## src/rtl/video_stream_sync_out.sv

```systemverilog
// Raster timing generator with an input FIFO and a lock FSM that aligns the
// incoming AXI4-Stream video (tuser=SOF, tlast=EOL) to the timing origin.
module video_stream_sync_out #(
   parameter int H_ACTIVE   = 640,
   parameter int H_FP       = 16,
   parameter int H_SYNC     = 96,
   parameter int H_BP       = 48,
   parameter int V_ACTIVE   = 480,
   parameter int V_FP       = 10,
   parameter int V_SYNC     = 2,
   parameter int V_BP       = 33,
   parameter bit HSYNC_POL  = 1'b0,
   parameter bit VSYNC_POL  = 1'b0,
   parameter int FIFO_DEPTH = 32
) (
   input  logic        s_axis_vid_aclk,
   input  logic        areset,
   input  logic [31:0] s_axis_vid_tdata,
   input  logic        s_axis_vid_tuser,
   input  logic        s_axis_vid_tlast,
   input  logic        s_axis_vid_tvalid,
   output logic        s_axis_vid_tready,
   input  logic        clear_status,
   output logic [23:0] vid_data,
   output logic        vid_de,
   output logic        vid_hsync,
   output logic        vid_vsync,
   output logic        locked,
   output logic        underflow_sticky,
   output logic [7:0]  err_count,
   output logic [1:0]  dbg_state
);

   localparam int H_TOTAL = H_ACTIVE + H_FP + H_SYNC + H_BP;
   localparam int V_TOTAL = V_ACTIVE + V_FP + V_SYNC + V_BP;
   localparam int HW      = $clog2(H_TOTAL + 1);
   localparam int VW      = $clog2(V_TOTAL + 1);
   localparam int AW      = $clog2(FIFO_DEPTH);
   localparam int PW      = AW + 1;

   localparam logic [HW-1:0] H_LAST   = HW'(H_TOTAL - 1);
   localparam logic [HW-1:0] H_ACT    = HW'(H_ACTIVE);
   localparam logic [HW-1:0] H_EOL    = HW'(H_ACTIVE - 1);
   localparam logic [HW-1:0] HS_START = HW'(H_ACTIVE + H_FP);
   localparam logic [HW-1:0] HS_END   = HW'(H_ACTIVE + H_FP + H_SYNC);
   localparam logic [VW-1:0] V_LAST   = VW'(V_TOTAL - 1);
   localparam logic [VW-1:0] V_ACT    = VW'(V_ACTIVE);
   localparam logic [VW-1:0] VS_START = VW'(V_ACTIVE + V_FP);
   localparam logic [VW-1:0] VS_END   = VW'(V_ACTIVE + V_FP + V_SYNC);

   typedef enum logic [1:0] {
      ST_HUNT     = 2'd0,
      ST_WAIT_SOF = 2'd1,
      ST_LOCKED   = 2'd2
   } state_t;

   state_t         state_q, state_d;
   logic [HW-1:0]  h_cnt_q, h_cnt_d;
   logic [VW-1:0]  v_cnt_q, v_cnt_d;
   logic [PW-1:0]  wr_ptr_q, wr_ptr_d, rd_ptr_q, rd_ptr_d;
   logic [25:0]    fifo_mem_q [FIFO_DEPTH];
   logic [23:0]    vid_data_q, vid_data_d;
   logic           vid_de_q, vid_de_d;
   logic           vid_hsync_q, vid_hsync_d;
   logic           vid_vsync_q, vid_vsync_d;
   logic           underflow_q, underflow_d;
   logic [7:0]     err_count_q, err_count_d, err_base;
   logic           fifo_full, fifo_empty, push, pop;
   logic           active, frame_end, head_sof, head_eol;
   logic [23:0]    head_pix;
   logic           unused_tdata_hi;

   assign unused_tdata_hi = ^s_axis_vid_tdata[31:24];

   assign fifo_empty = (wr_ptr_q == rd_ptr_q);
   assign fifo_full  = (wr_ptr_q[AW] != rd_ptr_q[AW]) &&
                       (wr_ptr_q[AW-1:0] == rd_ptr_q[AW-1:0]);
   assign s_axis_vid_tready = !fifo_full && !areset;
   assign push = s_axis_vid_tvalid && s_axis_vid_tready;

   // Head is read straight from storage; a word written this cycle is only
   // visible once wr_ptr_q has moved, so there is no push/pop bypass.
   assign {head_sof, head_eol, head_pix} = fifo_mem_q[rd_ptr_q[AW-1:0]];

   assign active    = (h_cnt_q < H_ACT) && (v_cnt_q < V_ACT);
   assign frame_end = (h_cnt_q == H_LAST) && (v_cnt_q == V_LAST);

   always_comb begin
      h_cnt_d = (h_cnt_q == H_LAST) ? '0 : h_cnt_q + HW'(1);
      v_cnt_d = v_cnt_q;
      if (h_cnt_q == H_LAST) begin
         v_cnt_d = (v_cnt_q == V_LAST) ? '0 : v_cnt_q + VW'(1);
      end
      vid_de_d    = active;
      vid_hsync_d = ((h_cnt_q >= HS_START) && (h_cnt_q < HS_END)) ? HSYNC_POL : !HSYNC_POL;
      vid_vsync_d = ((v_cnt_q >= VS_START) && (v_cnt_q < VS_END)) ? VSYNC_POL : !VSYNC_POL;
   end

   always_comb begin
      state_d     = state_q;
      pop         = 1'b0;
      vid_data_d  = '0;
      underflow_d = clear_status ? 1'b0 : underflow_q;
      err_base    = clear_status ? 8'd0 : err_count_q;
      err_count_d = err_base;
      case (state_q)
         ST_HUNT: begin
            if (!fifo_empty) begin
               if (head_sof) state_d = ST_WAIT_SOF;
               else          pop     = 1'b1;
            end
         end
         ST_WAIT_SOF: begin
            if (frame_end) state_d = ST_LOCKED;
         end
         ST_LOCKED: begin
            if (active) begin
               if (fifo_empty) begin
                  underflow_d = 1'b1;
                  state_d     = ST_HUNT;
               end else begin
                  pop        = 1'b1;
                  vid_data_d = head_pix;
                  // A misaligned pixel is still shown; the stream is re-hunted after it.
                  if ((head_sof != ((h_cnt_q == '0) && (v_cnt_q == '0))) ||
                      (head_eol != (h_cnt_q == H_EOL))) begin
                     err_count_d = (err_base == 8'hFF) ? 8'hFF : err_base + 8'd1;
                     state_d     = ST_HUNT;
                  end
               end
            end
         end
         default: state_d = ST_HUNT;
      endcase
      wr_ptr_d = push ? wr_ptr_q + PW'(1) : wr_ptr_q;
      rd_ptr_d = pop  ? rd_ptr_q + PW'(1) : rd_ptr_q;
   end

   always_ff @(posedge s_axis_vid_aclk) begin
      if (push) begin
         fifo_mem_q[wr_ptr_q[AW-1:0]] <= {s_axis_vid_tuser, s_axis_vid_tlast, s_axis_vid_tdata[23:0]};
      end
   end

   always_ff @(posedge s_axis_vid_aclk) begin
      if (areset) begin
         state_q     <= ST_HUNT;
         h_cnt_q     <= '0;
         v_cnt_q     <= '0;
         wr_ptr_q    <= '0;
         rd_ptr_q    <= '0;
         vid_data_q  <= '0;
         vid_de_q    <= 1'b0;
         vid_hsync_q <= !HSYNC_POL;
         vid_vsync_q <= !VSYNC_POL;
         underflow_q <= 1'b0;
         err_count_q <= '0;
      end else begin
         state_q     <= state_d;
         h_cnt_q     <= h_cnt_d;
         v_cnt_q     <= v_cnt_d;
         wr_ptr_q    <= wr_ptr_d;
         rd_ptr_q    <= rd_ptr_d;
         vid_data_q  <= vid_data_d;
         vid_de_q    <= vid_de_d;
         vid_hsync_q <= vid_hsync_d;
         vid_vsync_q <= vid_vsync_d;
         underflow_q <= underflow_d;
         err_count_q <= err_count_d;
      end
   end

   assign vid_data         = vid_data_q;
   assign vid_de           = vid_de_q;
   assign vid_hsync        = vid_hsync_q;
   assign vid_vsync        = vid_vsync_q;
   assign locked           = (state_q == ST_LOCKED);
   assign underflow_sticky = underflow_q;
   assign err_count        = err_count_q;
   assign dbg_state        = state_q;

endmodule

```

## config.mk

```make
export PLATFORM = sky130hd
export DESIGN_NAME = video_stream_sync_out
export DESIGN_NICKNAME = d
export VERILOG_FILES = /design/src/rtl/video_stream_sync_out.sv
export SDC_FILE = /design/constraint.sdc
export NUM_CORES = 1
export LEC_CHECK = 0
export ABC_CLOCK_PERIOD_IN_PS = 7400
export CORE_AREA = 2 2 248 250
export CTS_CLUSTER_SIZE = 30
export DETAILED_ROUTE_END_ITERATION = 6
export DIE_AREA = 0 0 250 252
export PLACE_DENSITY = 0.87
export RECOVER_POWER = 25
export SLEW_MARGIN = 20
export SYNTH_ARGS = -nofsm -noshare
export SYNTH_HDL_FRONTEND = slang
export SYNTH_SLANG_ARGS = --single-unit
```

## constraint.sdc

```tcl
create_clock -name s_axis_vid_aclk -period 7.4 [get_ports s_axis_vid_aclk]
set_input_delay 1.48 -clock s_axis_vid_aclk [delete_from_list [all_inputs] [get_ports s_axis_vid_aclk]]
set_output_delay 1.48 -clock s_axis_vid_aclk [all_outputs]
set_load 0.03 [all_outputs]
```

== Word level (Yosys, flattened, before mapping) ==
Memory sizes are Yosys's and may differ from the RTL's. A register that Yosys moved wholly into a read port is not among the register bits.
Cells that the tools add are included.

* Memories: 1
* Input port bits: 38
* Register bits after elaboration: 70
* Bits in writable memories: 832

* Reductions and logical operators: 17
* Order comparisons: 6
* Multiplexer cells: 29
* Add/sub/neg operators: 5
* Bitwise logic cells: 2
* Eq/ne operators: 16

{| class="wikitable"
|+ Memory list
! name !! depth !! bits a word !! rd ports !! clocked after memory_dff !! write ports !! line !! text
|-
| fifo_mem_q || 32 || 26 || 1 || 1 || 1 || 61 || <nowiki>logic [25:0] fifo_mem_q [FIFO_DEPTH];</nowiki>
|}

{| class="wikitable"
|+ Operators with widths
! cell !! number
|-
| 8-bit two-way mux || 6
|-
| 10-bit equality test (second input constant) || 3
|-
| 10-bit by 1-bit adder with 10-bit output (second input constant) || 2
|-
| 10-bit logical NOT || 2
|-
| 10-bit < comparator (second input constant) || 2
|-
| 10-bit by 9-bit < comparator with 1-bit output (second input constant) || 2
|-
| 6-bit by 1-bit adder with 6-bit output (second input constant) || 2
|-
| 1-bit two-way mux || 12
|-
| 2-bit two-way mux || 6
|-
| 10-bit >= comparator (second input constant) || 1
|-
| 10-bit by 9-bit >= comparator with 1-bit output (second input constant) || 1
|-
| 10-bit two-way mux || 1
|-
| 5-bit two-way mux || 2
|-
| 8-bit by 1-bit adder with 8-bit output (second input constant) || 1
|-
| 8-bit equality test (second input constant) || 1
|-
| 1-bit logical AND || 8
|-
| 6-bit equality test || 1
|-
| 2-bit inequality test (second input constant) || 3
|-
| 2-bit case mux with 3 select lines || 1
|-
| 5-bit equality test || 1
|-
| 5-bit AND reduction || 1
|-
| 4-bit OR reduction || 1
|-
| 1-bit inequality test || 3
|-
| 3-bit by 1-bit inequality test with 1-bit output (second input constant) || 1
|-
| 9 further kinds || 11
|}

== Depth between registers and ports, before layout ==
* Word-level depth: 8
* Depth in mapped cells: 12

== Worst setup path after synthesis ==
No wires, ideal clock.

* Path kind: in2reg
* Start: in areset
* End: mem fifo_mem_q[31][0] (enable)
* Setup time: 409 ps
* Path buffers: 1
* Slack: 3063 ps
* Stages: 5
* Arrival time: 3928 ps
* Cells stage by stage: a41oi_1 -> and2_1 -> clkbuf_1 -> nand2_1 -> nor2_1

* Word-level cells in the longest chain between the ends: 5

{| class="wikitable"
|+ RTL lines
! item !! line !! text
|-
| start, declared || 17 || <nowiki>input logic areset,</nowiki>
|-
| 1-bit logical NOT || 78 || <nowiki>assign s_axis_vid_tready = !fifo_full && !areset;</nowiki>
|-
| 1-bit logical AND || 78 ||
|-
| 1-bit logical AND || 79 || <nowiki>assign push = s_axis_vid_tvalid && s_axis_vid_tready;</nowiki>
|-
| 1-bit two-way mux || 140 || <nowiki>if (push) begin</nowiki>
|-
| 1-bit two-way mux (implied by the code) || 141 || <nowiki>fifo_mem_q[wr_ptr_q[AW-1:0]] <= {s_axis_vid_tuser, s_axis_vid_tlast, s_axis_vid_tdata[23:0]};</nowiki>
|-
| end, declared || 61 ||
|}

No other way between the ends.

== Final worst setup path ==
* Start: in areset
* End: out s_axis_vid_tready

* Word-level cells in the longest chain between the ends: 2

{| class="wikitable"
|+ RTL lines
! item !! line !! text
|-
| 1-bit logical NOT || 78 ||
|-
| 1-bit logical AND || 78 ||
|-
| end, declared || 22 || <nowiki>output logic s_axis_vid_tready,</nowiki>
|}

No other way between the ends.

==> metrics.yaml <==
outcome:
  outcome: "finished with violations"
  violations: "max-capacitance violations, max-slew violations"
worst_hold_path:
  worstHoldPathCells: 1
  min-delay-start: "v_cnt_q[3]$_SDFFE_PP0N_"
  holdCritPathClass: "flip-flop to flip-flop"
  hold-path-endpoint: "vid_vsync$_SDFF_PP1_"
sta:
  rsz0062_at_grt: "false"
  period_needed_ns: 5.51
  setup_ws_ns: 1.89
  setup_violations: 0
  clock_skew_ns: 0.0375
  hold_violations: 0
  tns_ns: 0
  min_period_over_period_pct: 74.4
  max_slew.worst_pin.slew_ns: 1.55
  slew_headroom_pct: -3.57
  fmax_mhz: 182
  drv_slew: 34
place:
  placement.io_buffers: 69
  placed_cell_area_um2: 36400
  dp_slack_ns: 2.40
  dp_hpwl_um: 41700
  gp_congestion: 0.822
pwr:
  power.density_nw_per_um2: 297
  power.leakage_uw: 0.0120
  ir_drop_mv: 0.251
clocking:
  cts_setup_buffers: 0
  cts_made_buffers: 85
  insertion_delay_ns: 0.66
  cts_root_buf: "clkbuf_16"
  cts_max_level: 3
  clock-sinks: 907
  clk_pin_slew_ns: 0.06
  post_cts_resized: 0
  clockBufferDepth: 3
  tritoncts: "built"
  hold_buffers: 0
critical_path:
  setup.worst_path.end_class: "output port"
  crit_family: "buffers and inverters"
  r2r_slack_ns: 3.20
  rr_endpoint: "err_count[6]$_SDFF_PP0_"
  path_buf_inv: 3
  reg2regPathDepth: 10
  startpoint_type: "primary input"
  crit_slowest_cell: "clkbuf_1"
  crit_arrival_ns: 4.03
  crit_chain: "dlygate4sd3_1, clkbuf_1, a41oi_1, clkdlybuf4s50_1"
  cpPeakStageDelay_ns: 1.12
  path_max_fanout: 33
  cp.required_ns: 5.92
  critPathKind: "primary input to output port"
routing:
  first_pass_iters: 6
  drt-total-wl_um: 87700
  detail_route.wl_per_cell_um: 34.2
  drc_errors: 0
  dr.first_iter.drc_count: 2429
  num_vias: 17400
  vias_per_cell: 6.77
  postRouteAntennaNets: 0
run:
  drv_cap: 1
die:
  die_width_um: 250
  ios: 78
  die_h_um: 252
  start_util_pct: 57.5
  rows: 90
  core_region_area_um2: 60100
  dieArea_um2: 63000
global_routing:
  grt_pass1_vias: 17800
  grt_usage_pct: 27.9
  grt_max_degree: 88
  grt_pass1_wl_um: 124000
  grt_overflow: 0
  antenna_found_initial: 1
synth:
  synth_area_leader_cell: "edfxtp_1"
  synthArstFlopShare_pct: 0
  ys_ff_latch: 907
  synth_top_area_share_pct: 72.2
  synth_cell_types: 52
  yosysWarnings: 0
  synth-seq-area-share_pct: 76.6
  syn-cell-area_um2: 34600
  dominantRegCellSynth: "edfxtp_1"
  syn_avg_cell_area_um2: 21.8
  synthCells: 1588
  synth_edf_count: 832
  syn_nets: 1636
  yosys-top-cells-area: "edfxtp_1 (72%), mux4_2 (16%), dfxtp_1 (4.3%)"
cells_and_area:
  layout.nets: 1759
  syn_to_final_growth_pct: 14.3
  fin_area_um2: 39600
  drive_above_1_share_pct: 26.0
-- layout by cell type, fill, tap and decap left out, types with 10 or more instances in the layout --
cell / n
clkdlybuf4s50_1: 52
mux4_2: 248
mux2i_1: 46
nor2_1: 75
buf_4: 23
dfxtp_1: 70
clkbuf_1: 28
nand2_1: 31
clkbuf_16: 87
xnor2_1: 10
clkinv_2: 18
nor3_1: 12
nor2_4: 31
nand3_1: 17
buf_12: 10
edfxtp_1: 832
inv_1: 12
xor2_1: 20
ha_1: 10
-- through the flow --
step | util (%) | hold WS [ns] | cells | power [uW]
final | 65.8 | 0.464 | 2565 | 11800
after global routing | 65.8 | 0.492 | 2564 | 12000
after CTS | 65.2 | 0.461 | 2548 | 11800
after detailed placement | 60.6 | 0.446 | 2390 | 7410
after global placement | 60.6 | 0.439 | 2390 | 7340
after floorplan | - | 0.418 | 1588 | 7010
-- cell usage after synthesis, drive strengths merged, types with 6 or more instances --
library cell    n
xor2           20
or3             7
dfxtp          75
nor3           12
nor2b           7
nand2          31
mux2i          46
a21oi           8
and3            6
buf            33
a22oi           6
o21ai           6
xnor2          10
ha             10
inv            12
nand3          17
edfxtp        832
mux4          248
clkbuf         42
nand4           7
nor2          106
-- cell type report --
class,count,area [um^2]
multi-input cells,594,8000
repair buffers,111,1240
diodes,1,2.50
inverters,12,45.0
well taps,782,978
clock buffers,112,2330
fillers,3585,20600
flip-flops and latches,907,26500
clock inverters,46,460
-- report_power, final --
group	leakage, uW	total, uW	internal [uW]	switching (uW)
Clock	0.00135	4430	2460	1980
Sequential	0.00809	5730	5620	112
Combinational	0.00254	1590	867	719
Total	0.0120	11800	8940	2810
-- worst max path at each step --
stage,start,end,slack [ns],depth (start not counted)
floorplan,areset,fifo_mem_q[31][0]$_DFFE_PP_,3.06,5
global placement,areset,fifo_mem_q[11][20]$_DFFE_PP_,2.59,6
detailed placement,areset,fifo_mem_q[8][21]$_DFFE_PP_,2.40,6
CTS,areset,s_axis_vid_tready,2.74,4
global route,areset,s_axis_vid_tready,1.75,4
finish,areset,s_axis_vid_tready,1.89,4
-- logic make-up (layout without fill, tap and decap cells) --
| family | after synthesis | after routing | synth area share, % |
|---|---|---|---|
| AO/OA/AOI/OAI | 40 | 40 | 0.817 |
| other | 0 | 1 | 0 |
| multiplexers | 296 | 296 | 17.5 |
| adder cells (fa/ha/maj) | 10 | 10 | 0.362 |
| buffers and inverters | 87 | 281 | 0.991 |
| flip-flops | 907 | 907 | 76.6 |
| AND/OR/NAND/NOR | 218 | 218 | 2.97 |
| XOR/XNOR | 30 | 30 | 0.760 |
-- state kept, by name, summed over array words and instances (netlist names), named ones only --
register and cells:
vid_hsync 1, fifo_mem_q 832, h_cnt_q 10, vid_data 24, err_count 8, underflow_sticky 1
dbg_state 2, wr_ptr_q 6, v_cnt_q 10, vid_vsync 1, rd_ptr_q 6, vid_de 1
-- worst register-to-register path: stages, from the launching register on --
cell	delay (ns)
dfxtp_4	0.93
buf_4	0.95
mux2i_1	0.40
a22oi_1	0.15
nand3_1	0.12
o211ai_1	0.22
nor3_1	0.40
o31ai_1	0.11
buf_4	0.19
or4_1	0.52
o211a_1	0.12
-- per-layer routing --
layer / global-route usage (%) / part of all wire, % / wire (um) / vias up
li1: - / - / - / 6819
met1: 36.1 / 34 / 30100 / 9030
met2: 47.4 / 52 / 45200 / 1306
met3: 5.77 / 10 / 9200 / 207
met4: 9.89 / 3.7 / 3220 / 0
met5: 0 / 0 / 0 / -
Note: power is estimated with default switching activity, not from simulation.
